$ cat config.mk
export PLATFORM = sky130hd
export DESIGN_NAME = monitor_sensores
export DESIGN_NICKNAME = d
export VERILOG_FILES = /design/src/rtl/monitor_sensores.sv
export SDC_FILE = /design/constraint.sdc
export NUM_CORES = 1
export LEC_CHECK = 0
export CAP_MARGIN = 30
export CORE_MARGIN = 2
export CORE_UTILIZATION = 40
export DETAILED_ROUTE_END_ITERATION = 10
export GPL_ROUTABILITY_DRIVEN = 0
export HOLD_SLACK_MARGIN = 0.06
export MAX_ROUTING_LAYER = met4
export PLACE_DENSITY = 0.66
export SYNTH_ARGS = -nofsm -noshare
export SYNTH_HDL_FRONTEND = slang
export SYNTH_SLANG_ARGS = --single-unit
$ cat constraint.sdc
create_clock -name CLK -period 1.9 [get_ports CLK]
set_clock_uncertainty 0.05 [all_clocks]
set_input_delay 0.38 -clock CLK [delete_from_list [all_inputs] [get_ports CLK]]
set_output_delay 0.38 -clock CLK [all_outputs]
set_load 0.01 [all_outputs]
$ cat src/rtl/monitor_sensores.sv
// monitor_sensores: prioritised sensor-error monitor with per-sensor fault timeout.
//
// A START request runs a one-cycle analysis of SENS. If any sensor reports an error, the
// block reports the highest-priority one, with index 0 as the highest priority. The block
// re-evaluates priority on every cycle. If the same sensor stays in error for TIMEOUT_CYC
// consecutive cycles, the block latches a sensor fault until ACK. All outputs are decoded
// from registered state only.
//
// Optional feature: define MONITOR_SENSORES_SYNC_EN to pass SENS through a 2-flop
// synchronizer before use. This adds two cycles of sensor-to-decision latency.
//
// Ports:
//   CLK            clock, rising edge
//   RST_N          asynchronous active-low reset
//   START          request a sensor analysis
//   ACK            operator acknowledge (from SEM_ERROS / FALHA back to idle)
//   SENS           per-sensor error flags, 1 = error, index 0 = highest priority
//   SAIDA          status: 00 idle/analysis, 01 error pending, 10 no errors, 11 sensor fault
//   SAIDA_DISPLAY  CODE_BASE + index of the active/failed sensor, 0 otherwise
//   ERR_IDX        index of the active/failed sensor, 0 otherwise
//   FALHAS         saturating count of fault entries, cleared only by reset
module monitor_sensores #(
    parameter int unsigned N_SENS      = 3,
    parameter int unsigned TIMEOUT_CYC = 8,
    parameter int unsigned CODE_BASE   = 5
) (
    input  logic              CLK,
    input  logic              RST_N,
    input  logic              START,
    input  logic              ACK,
    input  logic [N_SENS-1:0] SENS,
    output logic [1:0]        SAIDA,
    output logic [3:0]        SAIDA_DISPLAY,
    output logic [2:0]        ERR_IDX,
    output logic [7:0]        FALHAS
);

    localparam int unsigned TW = (TIMEOUT_CYC > 1) ? $clog2(TIMEOUT_CYC) : 1;
    localparam logic [TW-1:0] TimerLast = TW'(TIMEOUT_CYC - 1);

    typedef enum logic [2:0] {
        StIdle,
        StAnalise,
        StErro,
        StSemErros,
        StFalha
    } state_e;

    state_e          state_q, state_d;
    logic [2:0]      idx_q, idx_d;
    logic [TW-1:0]   timer_q, timer_d;
    logic [7:0]      falhas_q, falhas_d;

    logic [N_SENS-1:0] sens_use;
    logic              sens_any;
    logic [2:0]        sens_low;

`ifdef MONITOR_SENSORES_SYNC_EN
    logic [N_SENS-1:0] sens_meta_q, sens_sync_q;

    always_ff @(posedge CLK or negedge RST_N) begin
        if (!RST_N) begin
            sens_meta_q <= '0;
            sens_sync_q <= '0;
        end else begin
            sens_meta_q <= SENS;
            sens_sync_q <= sens_meta_q;
        end
    end

    assign sens_use = sens_sync_q;
`else
    assign sens_use = SENS;
`endif

    // Lowest set index wins. The descending scan leaves the lowest index assigned last.
    always_comb begin
        sens_any = |sens_use;
        sens_low = '0;
        for (int i = int'(N_SENS) - 1; i >= 0; i--) begin
            if (sens_use[i]) begin
                sens_low = 3'(i);
            end
        end
    end

    // State register
    always_ff @(posedge CLK or negedge RST_N) begin
        if (!RST_N) begin
            state_q  <= StIdle;
            idx_q    <= '0;
            timer_q  <= '0;
            falhas_q <= '0;
        end else begin
            state_q  <= state_d;
            idx_q    <= idx_d;
            timer_q  <= timer_d;
            falhas_q <= falhas_d;
        end
    end

    // Next-state logic
    always_comb begin
        state_d  = state_q;
        idx_d    = idx_q;
        timer_d  = timer_q;
        falhas_d = falhas_q;
        unique case (state_q)
            StIdle: begin
                if (START) state_d = StAnalise;
            end
            StAnalise: begin
                if (sens_any) begin
                    state_d = StErro;
                    idx_d   = sens_low;
                    timer_d = '0;
                end else begin
                    state_d = StSemErros;
                end
            end
            StErro: begin
                if (!sens_any) begin
                    state_d = StSemErros;
                end else if (sens_low != idx_q) begin
                    // A different sensor now has priority, so its timeout starts from zero.
                    idx_d   = sens_low;
                    timer_d = '0;
                end else if (timer_q == TimerLast) begin
                    state_d = StFalha;
                    if (falhas_q != 8'hFF) falhas_d = falhas_q + 8'd1;
                end else begin
                    timer_d = timer_q + TW'(1);
                end
            end
            StSemErros: begin
                if (ACK) begin
                    state_d = StIdle;
                end else if (START) begin
                    state_d = StAnalise;
                end
            end
            StFalha: begin
                if (ACK) state_d = StIdle;
            end
            default: state_d = StIdle;
        endcase
    end

    // Output decode (Moore)
    always_comb begin
        SAIDA         = 2'b00;
        SAIDA_DISPLAY = 4'd0;
        ERR_IDX       = 3'd0;
        unique case (state_q)
            StErro: begin
                SAIDA         = 2'b01;
                SAIDA_DISPLAY = 4'(CODE_BASE) + {1'b0, idx_q};
                ERR_IDX       = idx_q;
            end
            StFalha: begin
                SAIDA         = 2'b11;
                SAIDA_DISPLAY = 4'(CODE_BASE) + {1'b0, idx_q};
                ERR_IDX       = idx_q;
            end
            StSemErros: SAIDA = 2'b10;
            default: ;
        endcase
        FALHAS = falhas_q;
    end

endmodule

==> qor.yml <==
clock_network:
  cts_max_path_buffers: 2
  clock_tree.htree_level_count: 1
  root_buffer: "clkbuf_4"
  clock-sinks: 16
  cts_tree: "done"
  clkTransAtPathRegs_ns: 0.09
  clk_latency_ns: 0.29
  cts_hold_buffers: 0
  cts_buffers: 3
placement:
  dp_hpwl_um: 1970
  port_buffers: 22
route:
  dr_wl_met2_um: 1280
  dr_wl_met3_um: 91
  highest_layer: "met4"
  drtIter0Drc: 9
  met1_length_um: 1250
  avgViaCountPerCell: 5.52
  drc_errors: 0
  drtPass1Iterations: 4
  routed_wl_um: 2670
  vias: 1015
  ant_nets: 0
  wl_per_cell_um: 14.5
yosys:
  synth_edf_count: 0
  synth_area_um2: 1050
  yosysMostFrequentCell: "dfrtp_1"
  synthTopCellsByCount: "16 x dfrtp_1, 9 x nand2_1"
  synthArstFlopShare_pct: 100
  yosysWarnings: 0
  syn_avg_cell_area_um2: 9.40
  syn_inst: 112
  synthTopCellsByArea: "dfrtp_1 38%, ha_1 4.8%, xnor2_1 4.2%"
  ys_seq_area_share_pct: 38.0
  syn_nets: 123
  synth_largest_area_cell: "dfrtp_1"
  synth_top_area_share_pct: 38.0
  ys.flop_type: "dfrtp_1"
  ys_types: 41
  synth_seq_cells: 16
sta:
  rsz0062_at_grt: "true"
  worst_slack_ns: -0.00997
  setup_viol: 3
  finalCritPeriodShare_pct: 101
  fmax_mhz: 524
  final-hold-violation-count: 0
  hold_ws_ns: 0.348
  setup_tns_ns: -0.0185
  slew_violations: 0
  min_period_ns: 1.91
cells_and_area:
  nets: 167
  fin_util_pct: 60.8
  syn_to_final_growth_pct: 43.0
  diodes: 0
  drive_gt1_share_pct: 28.6
grt:
  grt_pass1_vias: 961
  grt_usage_pct: 18.4
  grt_max_degree: 17
  antenna_found_initial: 0
  grt_pass1_wl_um: 4350
  grt_overflow_total: 0
setup_path:
  arrival_ns: 1.48
  r2r_slack_ns: 0.11
  r2r_start: "state_q[2]"
  start_kind: "flip-flop"
  crit_type: "flip-flop to primary output"
  reg2reg_to: "FALHAS[1]"
  cp_max_fo: 4
  cp_data_required_time_ns: 1.47
  crit_path_end_kind: "primary output"
  rr_worst_depth: 6
  startpoint: "state_q[2]"
power:
  p_per_area_nw_per_um2: 1100
  p_switching_uw: 663
  pwr-share-comb_pct: 60.1
  p_total_mw: 1.66
  p_int_uw: 997
  pwr-share-seq_pct: 28.5
  clockPowerShare_pct: 11.4
  power_leakage_nw: 0.655
  swShare_pct: 39.9
  ir_drop_mv: 0.668
floorplan:
  fp.dieH_um: 55.3
  io_pins: 24
  core_um2: 2480
  die_area_um2: 3060
  initial_utilization_pct: 42.5
  fp-row-count: 18
  die_width_um: 55.3
outcome:
  violations: "negative setup slack"
  status: "finished with violations"
worst_hold_path:
  hold_class: "primary input to async pin"
flow_run:
  max_cap_violations: 0
[sequential cells by signal, summed over array words and instances, names as in the netlist]
signal,count
idx_q,2
state_q,3
FALHAS,8
timer_q,3
[layout make-up]
type                       count  area (um2)
fill                         213         972
multi-input combinational     90         682
sequential                    16         400
timing repair buffer          43         355
tap                           30        37.5
clock buffer                   3        22.5
inverter                       2        7.51
[worst max path at each step]
stage	end	slack (ns)	cells after the start
6_report	ERR_IDX[1]	-0.01	7
3_5_place_dp	timer_q[2]	-0.26	7
4_1_cts	ERR_IDX[0]	-0.02	7
5_1_grt	SAIDA_DISPLAY[2]	-0.08	6
3_3_place_gp	timer_q[1]	-0.20	7
2_1_floorplan	SAIDA_DISPLAY[0]	0.12	4
[per-layer routing]
layer  up-vias  track usage (%)
met2        17             27.7
met4         0             6.27
met5         -                -
met1       490             23.3
met3         8             5.85
li1        500                -
[worst max-delay path: stages, from the launching register on]
cell      delay (ns)
dfrtp_1         0.39
buf_4           0.15
nand2b_4        0.07
a21oi_2         0.05
buf_4           0.14
buf_6           0.11
and2_1          0.14
buf_2           0.13
[cells by family after synthesis]
kind of cell | after synthesis | synth area share, %
simple gates | 52 | 29.1
flops | 16 | 38.0
compound gates | 23 | 16.2
xor+xnor | 9 | 7.49
fa+ha+maj | 4 | 4.76
buf+inv | 6 | 2.97
other cells | 1 | 0.356
mux | 1 | 1.07
[metrics by stage]
step / cell area (um2) / instances / setup WS, ns
2_1_floorplan: 1050 / 112 / 0.122
3_3_place_gp: 1420 / 178 / -0.203
3_5_place_dp: 1420 / 178 / -0.261
4_1_cts: 1460 / 184 / -0.0225
5_1_grt: 1510 / 184 / -0.0810
6_report: 1510 / 184 / -0.00997
[power by group through the flow]
| stage | clock network (mW) | logic [mW] | registers, mW |
|---|---|---|---|
| after detailed placement | 0 | 0.917 | 0.479 |
| final | 0.188 | 0.998 | 0.473 |
| after floorplan | 0 | 0.515 | 0.469 |
| after CTS | 0.194 | 0.916 | 0.472 |
| after global routing | 0.201 | 1.09 | 0.482 |
| after global placement | 0 | 0.885 | 0.475 |
[cell usage in the layout, fill, tap and decap left out, types with 2 or more instances in the layout]
cell type	n
a21oi_1	3
o2111ai_1	2
buf_6	3
nand2_1	9
inv_1	2
nor4_2	2
nand4_1	3
nand3_1	5
o21ai_1	2
clkdlybuf4s50_1	14
xor2_1	4
and2_1	3
o21ai_0	2
o211ai_1	3
ha_1	3
or3_1	3
xnor2_1	5
nand2b_1	4
buf_2	6
dfrtp_1	16
a31oi_1	2
clkbuf_4	3
nor2_1	5
buf_4	19
nor2b_1	4
nor3_1	3
[repair_timing]
item	in CTS	in global routing
resized for setup	32	13
pin swaps	0	1
buffers inserted	3	0
endpoints found under the setup margin	10	12
No activity file was read; power rests on OpenSTA's default activity.
